`config.mk`:
```
export PLATFORM = sky130hd
export DESIGN_NAME = cpu_test_sequencer
export DESIGN_NICKNAME = d
export VERILOG_FILES = /design/src/rtl/cpu_test_sequencer.sv
export SDC_FILE = /design/constraint.sdc
export NUM_CORES = 1
export LEC_CHECK = 0
export ABC_AREA = 1
export CAP_MARGIN = 0
export CORE_UTILIZATION = 40
export CTS_BUF_LIST = sky130_fd_sc_hd__clkbuf_8
export DETAILED_ROUTE_END_ITERATION = 7
export PLACE_DENSITY = 0.64
export SETUP_SLACK_MARGIN = 0.5
export SLEW_MARGIN = 0
export SYNTH_ARGS = -nofsm -noshare
export SYNTH_HDL_FRONTEND = slang
export SYNTH_SLANG_ARGS = --single-unit
```
`constraint.sdc`:
```
create_clock -name clk -period 3.3 [get_ports clk]
set_clock_uncertainty 0.2 [all_clocks]
set_input_delay 0.66 -clock clk [delete_from_list [all_inputs] [get_ports clk]]
set_output_delay 0.66 -clock clk [all_outputs]
set_load 0.02 [all_outputs]
```
`src/rtl/cpu_test_sequencer.sv`:
```
// cpu_test_sequencer
//    Self-checking harness around the Top CPU core. A small programmable vector
//    table preloads data memory (DM) and the register file (RF) through backdoor
//    write ports while the core is held in reset. The core is then released and
//    the sequencer waits for its done flag, bounded by a timeout. Finally the
//    expected DM words are read back and compared.
//
//    Optional feature: define TSEQ_MISMATCH_CAPTURE_EN to add the fail_exp /
//    fail_act ports, which hold the expected and actual values of the first
//    mismatching check.
//
// Ports
//    clk, rst_n          clock, asynchronous active-low reset
//    cfg_we .. cfg_data  table write port, accepted only while idle
//                        (cfg_chk selects the check table, cfg_idx the entry)
//    start               one-cycle pulse that starts a test from idle
//    dm_we/addr/wdata    DM backdoor; dm_addr is also the check read address
//    dm_rdata            DM read data, valid one cycle after dm_addr
//    rf_we/addr/wdata    RF backdoor write port
//    cpu_reset           active-high reset to the core
//    cpu_done            done flag from the core
//    busy                high in every state except idle
//    pass, fail          sticky result; exactly one is set after a test
//    timed_out           sticky: the failure was caused by the timeout
//    fail_idx            index of the first failing check
//    run_cycles          cycles from core release to done, saturates at TIMEOUT
module cpu_test_sequencer #(
   parameter int DATA_W   = 8,
   parameter int ADDR_W   = 8,
   parameter int RF_AW    = 3,
   parameter int NUM_INIT = 8,
   parameter int NUM_CHK  = 4,
   parameter int TIMEOUT  = 1024,
   localparam int TBL_N   = (NUM_INIT > NUM_CHK) ? NUM_INIT : NUM_CHK,
   localparam int IDX_W   = (TBL_N > 1) ? $clog2(TBL_N) : 1,
   localparam int INIT_W  = (NUM_INIT > 1) ? $clog2(NUM_INIT) : 1,
   localparam int CHK_W   = (NUM_CHK > 1) ? $clog2(NUM_CHK) : 1,
   localparam int RC_W    = $clog2(TIMEOUT + 1)
) (
   input  logic              clk,
   input  logic              rst_n,
   input  logic              cfg_we,
   input  logic              cfg_chk,
   input  logic [IDX_W-1:0]  cfg_idx,
   input  logic              cfg_is_rf,
   input  logic              cfg_valid,
   input  logic [ADDR_W-1:0] cfg_addr,
   input  logic [DATA_W-1:0] cfg_data,
   input  logic              start,
   output logic              dm_we,
   output logic [ADDR_W-1:0] dm_addr,
   output logic [DATA_W-1:0] dm_wdata,
   input  logic [DATA_W-1:0] dm_rdata,
   output logic              rf_we,
   output logic [RF_AW-1:0]  rf_addr,
   output logic [DATA_W-1:0] rf_wdata,
   output logic              cpu_reset,
   input  logic              cpu_done,
   output logic              busy,
   output logic              pass,
   output logic              fail,
   output logic              timed_out,
   output logic [CHK_W-1:0]  fail_idx,
   output logic [RC_W-1:0]   run_cycles
`ifdef TSEQ_MISMATCH_CAPTURE_EN
   ,
   output logic [DATA_W-1:0] fail_exp,
   output logic [DATA_W-1:0] fail_act
`endif
);

   typedef enum logic [2:0] {
      S_IDLE, S_INIT, S_RELEASE, S_RUN, S_CHECK_ADDR, S_CHECK_CMP, S_DONE
   } state_t;

   state_t state;

   logic [INIT_W-1:0] init_idx;
   logic [CHK_W-1:0]  chk_idx;

   // Valid flags are reset so that a reset empties the tables. The payload
   // fields need no reset because they are only read behind a valid flag.
   logic [NUM_INIT-1:0] init_valid;
   logic [NUM_INIT-1:0] init_is_rf;
   logic [ADDR_W-1:0]   init_addr [NUM_INIT];
   logic [DATA_W-1:0]   init_data [NUM_INIT];
   logic [NUM_CHK-1:0]  chk_valid;
   logic [ADDR_W-1:0]   chk_addr  [NUM_CHK];
   logic [DATA_W-1:0]   chk_data  [NUM_CHK];

   logic cfg_wr;
   assign cfg_wr = cfg_we && (state == S_IDLE);

   genvar gi;
   generate
      for (gi = 0; gi < NUM_INIT; gi++) begin : g_init_tbl
         always_ff @(posedge clk or negedge rst_n) begin
            if (!rst_n) begin
               init_valid[gi] <= 1'b0;
               init_is_rf[gi] <= 1'b0;
            end else if (cfg_wr && !cfg_chk && cfg_idx == IDX_W'(gi)) begin
               init_valid[gi] <= cfg_valid;
               init_is_rf[gi] <= cfg_is_rf;
            end
         end
         always_ff @(posedge clk) begin
            if (cfg_wr && !cfg_chk && cfg_idx == IDX_W'(gi)) begin
               init_addr[gi] <= cfg_addr;
               init_data[gi] <= cfg_data;
            end
         end
      end
      for (gi = 0; gi < NUM_CHK; gi++) begin : g_chk_tbl
         always_ff @(posedge clk or negedge rst_n) begin
            if (!rst_n) begin
               chk_valid[gi] <= 1'b0;
            end else if (cfg_wr && cfg_chk && cfg_idx == IDX_W'(gi)) begin
               chk_valid[gi] <= cfg_valid;
            end
         end
         always_ff @(posedge clk) begin
            if (cfg_wr && cfg_chk && cfg_idx == IDX_W'(gi)) begin
               chk_addr[gi] <= cfg_addr;
               chk_data[gi] <= cfg_data;
            end
         end
      end
   endgenerate

   // Look ahead to the next valid check entry. dm_addr is registered, so it
   // has to be loaded on the transition into CHECK_ADDR. That way the DM read
   // completes in time for the compare in CHECK_CMP. Invalid entries
   // therefore cost no cycles.
   logic [CHK_W:0]   scan_from;
   logic             nxt_found;
   logic [CHK_W-1:0] nxt_idx;

   always_comb begin
      scan_from = (state == S_CHECK_CMP) ? ({1'b0, chk_idx} + 1'b1) : '0;
      nxt_found = 1'b0;
      nxt_idx   = '0;
      for (int i = NUM_CHK - 1; i >= 0; i--) begin
         if (chk_valid[i] && ((CHK_W + 1)'(i) >= scan_from)) begin
            nxt_found = 1'b1;
            nxt_idx   = CHK_W'(i);
         end
      end
   end

   logic [RC_W-1:0] run_inc;
   assign run_inc = run_cycles + 1'b1;

   logic cmp_bad;
   assign cmp_bad = (dm_rdata != chk_data[chk_idx]);

   always_ff @(posedge clk or negedge rst_n) begin
      if (!rst_n) begin
         state      <= S_IDLE;
         init_idx   <= '0;
         chk_idx    <= '0;
         dm_we      <= 1'b0;
         dm_addr    <= '0;
         dm_wdata   <= '0;
         rf_we      <= 1'b0;
         rf_addr    <= '0;
         rf_wdata   <= '0;
         cpu_reset  <= 1'b1;
         busy       <= 1'b0;
         pass       <= 1'b0;
         fail       <= 1'b0;
         timed_out  <= 1'b0;
         fail_idx   <= '0;
         run_cycles <= '0;
`ifdef TSEQ_MISMATCH_CAPTURE_EN
         fail_exp   <= '0;
         fail_act   <= '0;
`endif
      end else begin
         // Write strobes are single-cycle pulses and only INIT raises them.
         dm_we <= 1'b0;
         rf_we <= 1'b0;
         case (state)
            S_IDLE: begin
               if (start) begin
                  state      <= S_INIT;
                  init_idx   <= '0;
                  busy       <= 1'b1;
                  pass       <= 1'b0;
                  fail       <= 1'b0;
                  timed_out  <= 1'b0;
                  fail_idx   <= '0;
                  run_cycles <= '0;
`ifdef TSEQ_MISMATCH_CAPTURE_EN
                  fail_exp   <= '0;
                  fail_act   <= '0;
`endif
               end
            end
            S_INIT: begin
               // Entries are issued in index order, so a later duplicate
               // address overwrites an earlier one.
               if (init_valid[init_idx]) begin
                  if (init_is_rf[init_idx]) begin
                     rf_we    <= 1'b1;
                     rf_addr  <= init_addr[init_idx][RF_AW-1:0];
                     rf_wdata <= init_data[init_idx];
                  end else begin
                     dm_we    <= 1'b1;
                     dm_addr  <= init_addr[init_idx];
                     dm_wdata <= init_data[init_idx];
                  end
               end
               if (init_idx == INIT_W'(NUM_INIT - 1)) begin
                  state <= S_RELEASE;
               end else begin
                  init_idx <= init_idx + 1'b1;
               end
            end
            S_RELEASE: begin
               // The last init write is still visible this cycle, while the
               // core is still held in reset.
               cpu_reset <= 1'b0;
               state     <= S_RUN;
            end
            S_RUN: begin
               run_cycles <= run_inc;
               if (cpu_done) begin
                  if (nxt_found) begin
                     state   <= S_CHECK_ADDR;
                     chk_idx <= nxt_idx;
                     dm_addr <= chk_addr[nxt_idx];
                  end else begin
                     state     <= S_DONE;
                     cpu_reset <= 1'b1;
                  end
               end else if (run_inc == RC_W'(TIMEOUT)) begin
                  fail      <= 1'b1;
                  timed_out <= 1'b1;
                  cpu_reset <= 1'b1;
                  state     <= S_DONE;
               end
            end
            S_CHECK_ADDR: begin
               state <= S_CHECK_CMP;
            end
            S_CHECK_CMP: begin
               // Only the first mismatch is recorded. Later checks still run.
               if (cmp_bad && !fail) begin
                  fail     <= 1'b1;
                  fail_idx <= chk_idx;
`ifdef TSEQ_MISMATCH_CAPTURE_EN
                  fail_exp <= chk_data[chk_idx];
                  fail_act <= dm_rdata;
`endif
               end
               if (nxt_found) begin
                  state   <= S_CHECK_ADDR;
                  chk_idx <= nxt_idx;
                  dm_addr <= chk_addr[nxt_idx];
               end else begin
                  state     <= S_DONE;
                  cpu_reset <= 1'b1;
               end
            end
            S_DONE: begin
               pass  <= !fail;
               busy  <= 1'b0;
               state <= S_IDLE;
            end
            default: state <= S_IDLE;
         endcase
      end
   end

endmodule

```
=== Word level (Yosys, flattened, before mapping) ===
Memories as Yosys holds them, arrays and structs flattened.
Cells that the tools add are included.

* Bits in registers: 75
* Latch bits: 0
* RAM bits: 192
* Bits in read-only memories: 0
* Bits of input ports: 35
* Logic and storage cells: 276
* Memories: 4

* $add $sub $neg: 3
* Multipliers: 0
* Divide/modulo/power cells: 0
* Order comparisons: 5
* Equality and inequality tests: 26
* Shift-type cells: 0
* Mux-type cells: 137
* Bitwise logic cells: 1
* Reductions and logical operators: 64

{| class="wikitable"
|+ Memory list
! name !! depth !! bits a word !! read ports !! clocked after Yosys merged registers in !! write ports !! line !! source
|-
| init_addr || 8 || 8 || 1 || 0 || 1 || 85 || <nowiki>logic [ADDR_W-1:0] init_addr [NUM_INIT];</nowiki>
|-
| init_data || 8 || 8 || 1 || 0 || 1 || 86 || <nowiki>logic [DATA_W-1:0] init_data [NUM_INIT];</nowiki>
|-
| chk_addr || 4 || 8 || 1 || 0 || 1 || 88 || <nowiki>logic [ADDR_W-1:0] chk_addr [NUM_CHK];</nowiki>
|-
| chk_data || 4 || 8 || 1 || 0 || 1 || 89 || <nowiki>logic [DATA_W-1:0] chk_data [NUM_CHK];</nowiki>
|}

{| class="wikitable"
|+ Operator list
! cell !! number
|-
| 8-bit two-way mux || 24
|-
| 8-bit OR reduction || 20
|-
| 1-bit two-way mux || 63
|-
| 3-bit two-way mux || 21
|-
| 2-bit two-way mux || 15
|-
| 3-bit == test (second input constant) || 8
|-
| 8-bit case mux with 3 select lines || 1
|-
| 11-bit case mux with 2 select lines || 1
|-
| 1-bit logical AND || 20
|-
| 3-bit case mux with 6 select lines || 1
|-
| 2-bit != test (second input constant) || 8
|-
| 3-bit AND reduction || 5
|-
| 3-bit by 2-bit == test with 1-bit output (second input constant) || 4
|-
| 11-bit by 1-bit adder with 11-bit output (second input constant) || 1
|-
| 11-bit == test (second input constant) || 1
|-
| 11-bit two-way mux || 1
|-
| 2-bit nonzero test || 5
|-
| 3-bit nonzero test || 3
|-
| 8-bit != test || 1
|-
| 2-bit case mux with 2 select lines || 2
|-
| 2-bit AND reduction || 4
|-
| 4-bit AND reduction || 2
|-
| 1-bit binary-select mux with 3-bit select || 2
|-
| 3-bit by 1-bit == test with 1-bit output (second input constant) || 2
|-
| other kinds (14) || 21
|}

=== Depth between registers and ports, before layout ===
* Depth in word-level cells: 14
* Depth in mapped cells: 16
* Mapped depth without buffers: 15

=== Worst setup path before layout ===
OpenSTA, ideal clock, no wires.

* Kind: register to register
* Start: reg state[2]
* End: mem init_addr[4][0], enable pin
* Library setup time: 0.392 ns
* Arrival time: 1.849 ns
* Path slack: 0.859 ns
* Stages on the path, launching flop included: 10
* Period minus slack after synthesis: 2.441 ns
* Cell sequence: dfrtp_1 nor2_1 inv_1 nor2_2 nand2_1 nor2_1 inv_2 nor2_1 inv_2 nor3_2

* Word-level cells in the longest chain between the ends: 14
* Elaborated cells between the ends (all ways): 48
* Those cells by class: mux (30); reduce/logical (18)

{| class="wikitable"
|+ Ends and longest elaborated chain
! what !! line !! source
|-
| from (decl) || 76 || <nowiki>state_t state;</nowiki>
|-
| from (signal assigned) || 158 || <nowiki>state <= S_IDLE;</nowiki>
|-
| from (signal assigned) || 185 || <nowiki>state <= S_INIT;</nowiki>
|-
| from (signal assigned) || 214 || <nowiki>state <= S_RELEASE;</nowiki>
|-
| 3-bit logical NOT * || 92 || <nowiki>assign cfg_wr = cfg_we && (state == S_IDLE);</nowiki>
|-
| 1-bit logical AND * || 92 ||
|-
| 1-bit logical AND * || 107 || <nowiki>if (cfg_wr && !cfg_chk && cfg_idx == IDX_W'(gi)) begin</nowiki>
|-
| 1-bit logical AND || 107 ||
|-
| 1-bit two-way mux || 107 ||
|-
| 1-bit two-way mux (not written as such) || 108 || <nowiki>init_addr[gi] <= cfg_addr;</nowiki>
|-
| 8-bit OR reduction (no source line) || - ||
|-
| 3-bit two-way mux (no source line) / 1-bit two-way mux (equally long branches) (7 in series) || - ||
|-
| to (decl) || 85 ||
|}

Every way passes the cells marked *; elsewhere a longest branch is shown, timed or not.

=== Worst setup path after layout ===
* Start: reg init_idx[2]
* End: reg dm_addr[0]

* Word-level cells in the longest chain between the ends: 4
* Elaborated cells between the ends (all ways): 11
* Those cells by class: eq/ne (2); mux (7); reduce/logical (1); memory (1)

{| class="wikitable"
|+ Ends and longest elaborated chain
! what !! line !! source
|-
| from (decl) || 78 || <nowiki>logic [INIT_W-1:0] init_idx;</nowiki>
|-
| from (signal assigned) || 216 || <nowiki>init_idx <= init_idx + 1'b1;</nowiki>
|-
| memory read 8 x 8 bit, or another cell as far along || - ||
|-
| 8-bit two-way mux, or another cell as far along || 203 || <nowiki>if (init_is_rf[init_idx]) begin</nowiki>
|-
| 8-bit two-way mux / 2-bit != test (equally long branches) || - ||
|-
| 8-bit case mux with 3 select lines / 4-bit AND reduction (equally long branches) || - ||
|-
| to (signal assigned) || 209 || <nowiki>dm_addr <= init_addr[init_idx];</nowiki>
|-
| to (signal assigned) || 231 || <nowiki>dm_addr <= chk_addr[nxt_idx];</nowiki>
|-
| to (signal assigned) || 259 || <nowiki>dm_addr <= chk_addr[nxt_idx];</nowiki>
|-
| to (decl) || 51 || <nowiki>output logic [ADDR_W-1:0] dm_addr,</nowiki>
|}

Parallel ways exist; a longest one is shown, timed or not. The select of a mux whose other input is x is not followed.
A chain may end at the register's enable or synchronous reset.

==> results.json <==
{
  "grt_pass1_vias": 7613,
  "crit_slowest_cell": "dfrtp_1",
  "grt_max_degree": 81,
  "first_iter_violations": 534,
  "drive_above_1_share_pct": 12.46,
  "vias_per_cell": 4.942,
  "port_buffers": 81,
  "ios": 82,
  "critical_path_required_ns": 3.57,
  "synth_nets": 1098,
  "synth-seq-cells": 267,
  "ys.flop_type": "edfxtp_1",
  "synthArstFlopShare_pct": 28.09,
  "setup_tns_ns": 0,
  "cp-start-kind": "register",
  "final-setup-viol-count": 0,
  "die_h_um": 170.4,
  "wl_per_cell_um": 16.66,
  "crit_fanout": 15,
  "power_density_nw_per_um2": 846.4,
  "finalWorstSetupSlack_ns": 0.7147,
  "arrival_ns": 2.86,
  "synth_commonest_cells": "nand2_1, edfxtp_1, nor2_1, o21ai_0, inv_1",
  "diodes": 0,
  "rows": 61,
  "synth_seq_area_share_pct": 67.35,
  "syn_area_per_cell_um2": 10.72,
  "reg2reg_slack_ns": 0.71,
  "status": "finished, final reports clean",
  "worst_slew_pin_slew_ns": 0.6049,
  "ir_drop_mv": 0.3629,
  "worstSetupEndpointType": "register",
  "die_area_um2": 29050,
  "rsz0062_at_grt": "false",
  "cp_common_cell": "nand2_1",
  "clk_latency_ns": 0.56,
  "finalHoldViolCount": 0,
  "hold_class": "register to register",
  "max_slew_margin_pct": 59.55,
  "post-route-drc-count": 0,
  "synth_edf_count": 192,
  "grt-ovfl-total": 0,
  "cts-root-buf": "clkbuf_8",
  "core_um2": 27860,
  "max_freq_ghz": 0.3868,
  "clock-sinks": 267,
  "min_to": "dm_addr[1]$_DFFE_PN0P_",
  "critPathKind": "register to register",
  "syn-instance-count": 1059,
  "path_clk_slew_ns": 0.06,
  "grtUsageTotal_pct": 18.86,
  "vias": 7898,
  "area.growth.synth_to_final_pct": 20.24,
  "die_width_um": 170.4,
  "yosysWarnings": 0,
  "synth_area_um2": 11350,
  "postRouteWirelength_um": 26620,
  "p_leak_nw": 5.380,
  "cts_tree": "yes",
  "htreeDepth": 2,
  "yosysMostFrequentCell": "nand2_1",
  "ant_nets": 0,
  "grt_pass1_wl_um": 41540,
  "place_ws_ns": 0.4602,
  "r2r_start": "init_idx[2]$_DFFE_PN0P_",
  "hpwl_um": 17500,
  "fin_crit_sh_pct": 78.34,
  "hp-start": "dm_addr[1]$_DFFE_PN0P_",
  "period_needed_ns": 2.585,
  "routabilityCongestion": 0.8295,
  "power.total_mw": 11.55,
  "dr.pass1.iters": 5,
  "reg2regPathDepth": 9,
  "path_cells": "inv_1 -> nand3_1 -> o21ai_2 -> nand3_2 -> nand2_4 -> inv_2 -> nor2_1 -> nand2_1 -> nand2_1",
  "max_cap_viol_count": 0,
  "startpoint": "init_idx[2]$_DFFE_PN0P_",
  "hold_depth": 2,
  "final_max_slew_viol_count": 0,
  "slowest_delay_ns": 0.54,
  "ys_top_cells_by_area": "edfxtp_1, dfrtp_1, nand2_1, nor2_1, o21ai_0",
  "nFillCells": 2482,
  "fin_nets": 1221,
  "antenna_found_initial": 0,
  "yosys.cell_types.count": 35,
  "netlist.area_leader.share_pct": 50.80,
  "initial_core_util_pct": 40.74,
  "clockBufferDepth": 3,
  "rr_endpoint": "dm_addr[0]$_DFFE_PN0P_",
  "synth_top_area_cell": "edfxtp_1",
  "cts_buffers": 46
}
==> flip-flops by register name, indices dropped and copies added, names as in the netlist <==
register	flops
chk_valid	4
state	3
dm_addr	8
init_idx	3
rf_wdata	8
run_cycles	11
fail	1
pass	1
rf_addr	3
timed_out	1
dm_we	1
init_addr	64
init_data	64
chk_addr	32
init_is_rf	8
rf_we	1
dm_wdata	8
init_valid	8
chk_data	32
fail_idx	2
chk_idx	2
busy	1
cpu_reset	1
==> where the power goes <==
group	internal [mW]	switching, mW	total [mW]	leakage [nW]
logic	1.53	2.78	4.32	2.19
registers	4.02	0.295	4.31	2.65
clock network	1.58	1.33	2.92	0.537
==> cells by family (layout without fill, tap and decap cells) <==
kind of cell | count (synthesis) | in the layout | synth area share, %
buffers and inverters | 125 | 286 | 4.598
XOR/XNOR | 1 | 1 | 0.07719
AO/OA/AOI/OAI | 175 | 175 | 8.545
flip-flops | 267 | 267 | 67.35
multiplexers | 11 | 11 | 1.092
adder cells (fa/ha/maj) | 4 | 4 | 0.4410
AND/OR/NAND/NOR | 476 | 476 | 17.89
==> worst max path at each step <==
| stage | endpoint | slack (ns) | cells after the start |
|---|---|---|---|
| after floorplan | init_addr[4][0]$_DFFE_PP_ | 0.86 | 9 |
| after global routing | dm_addr[0]$_DFFE_PN0P_ | 0.52 | 11 |
| after global placement | init_addr[6][5]$_DFFE_PP_ | 0.46 | 8 |
| after CTS | dm_addr[0]$_DFFE_PN0P_ | 0.67 | 11 |
| after detailed placement | init_addr[6][6]$_DFFE_PP_ | 0.46 | 8 |
| final | dm_addr[0]$_DFFE_PN0P_ | 0.71 | 9 |
==> per-layer routing <==
| metal | vias up | track usage [%] | part of all wire [%] |
|---|---|---|---|
| li1 | 3889 | - | - |
| met1 | 3752 | 25.93 | 45 |
| met4 | 0 | 6.972 | 2.7 |
| met5 | - | 0 | 0 |
| met2 | 205 | 30.02 | 47 |
| met3 | 52 | 3.186 | 5.7 |
==> cell usage in the layout (no fill, tap or decap), types with 2 or more instances in the layout <==
master           count
a21oi_1             25
a21oi_2              5
a31oi_1             11
buf_12               2
buf_4               31
clkbuf_8            54
clkdlybuf4s50_1     80
clkinv_1             9
clkinv_2             5
clkinvlp_4           2
dfrtp_1             73
edfxtp_1           192
ha_1                 4
inv_1               90
inv_2                7
inv_6                2
mux2_2              11
nand2_1            201
nand2_2              4
nand2_4              7
nand3_1             75
nand3_2              2
nand3b_1             4
nand4_1              7
nor2_1             164
nor2_2               7
nor3_2               4
o211ai_1             3
o21ai_0             99
o21ai_1              2
o21ai_2              2
o22ai_1             26
==> metrics by stage <==
stage,cells,utilization (%),cell area [um^2],hold WS [ns]
2_1_floorplan,1059,-,11350,0.1644
3_3_place_gp,1511,45.61,12700,0.2638
3_5_place_dp,1511,45.61,12700,0.2660
4_1_cts,1598,48.96,13640,0.2817
5_1_grt,1598,48.98,13650,0.3081
6_report,1598,48.98,13650,0.2818
==> critical path: cells and delay by family (launching register included) <==
kind	cells	cell delay (ns)
buffers and inverters	2	0.56
flip-flops	1	0.54
AND/OR/NAND/NOR	6	1.06
AO/OA/AOI/OAI	1	0.14
==> what timing repair did <==
action	4_1_cts	5_1_grt
hold buffers	1	0
gates resized for setup	0	2
endpoints found under the hold margin	38	0
setup endpoints to repair	0	10
setup buffers	0	0
==> layout make-up <==
class	count	area, um^2	share of cell area [%]
inverter	86	330.3	2.421
sequential	267	7645	56.02
clock inverter	32	180.2	1.320
timing repair buffer	114	1084	7.941
clock buffer	54	743.2	5.447
tap	378	473.0	3.466
multi-input combinational	667	3191	23.38
Power figures use the tool's default switching activity.
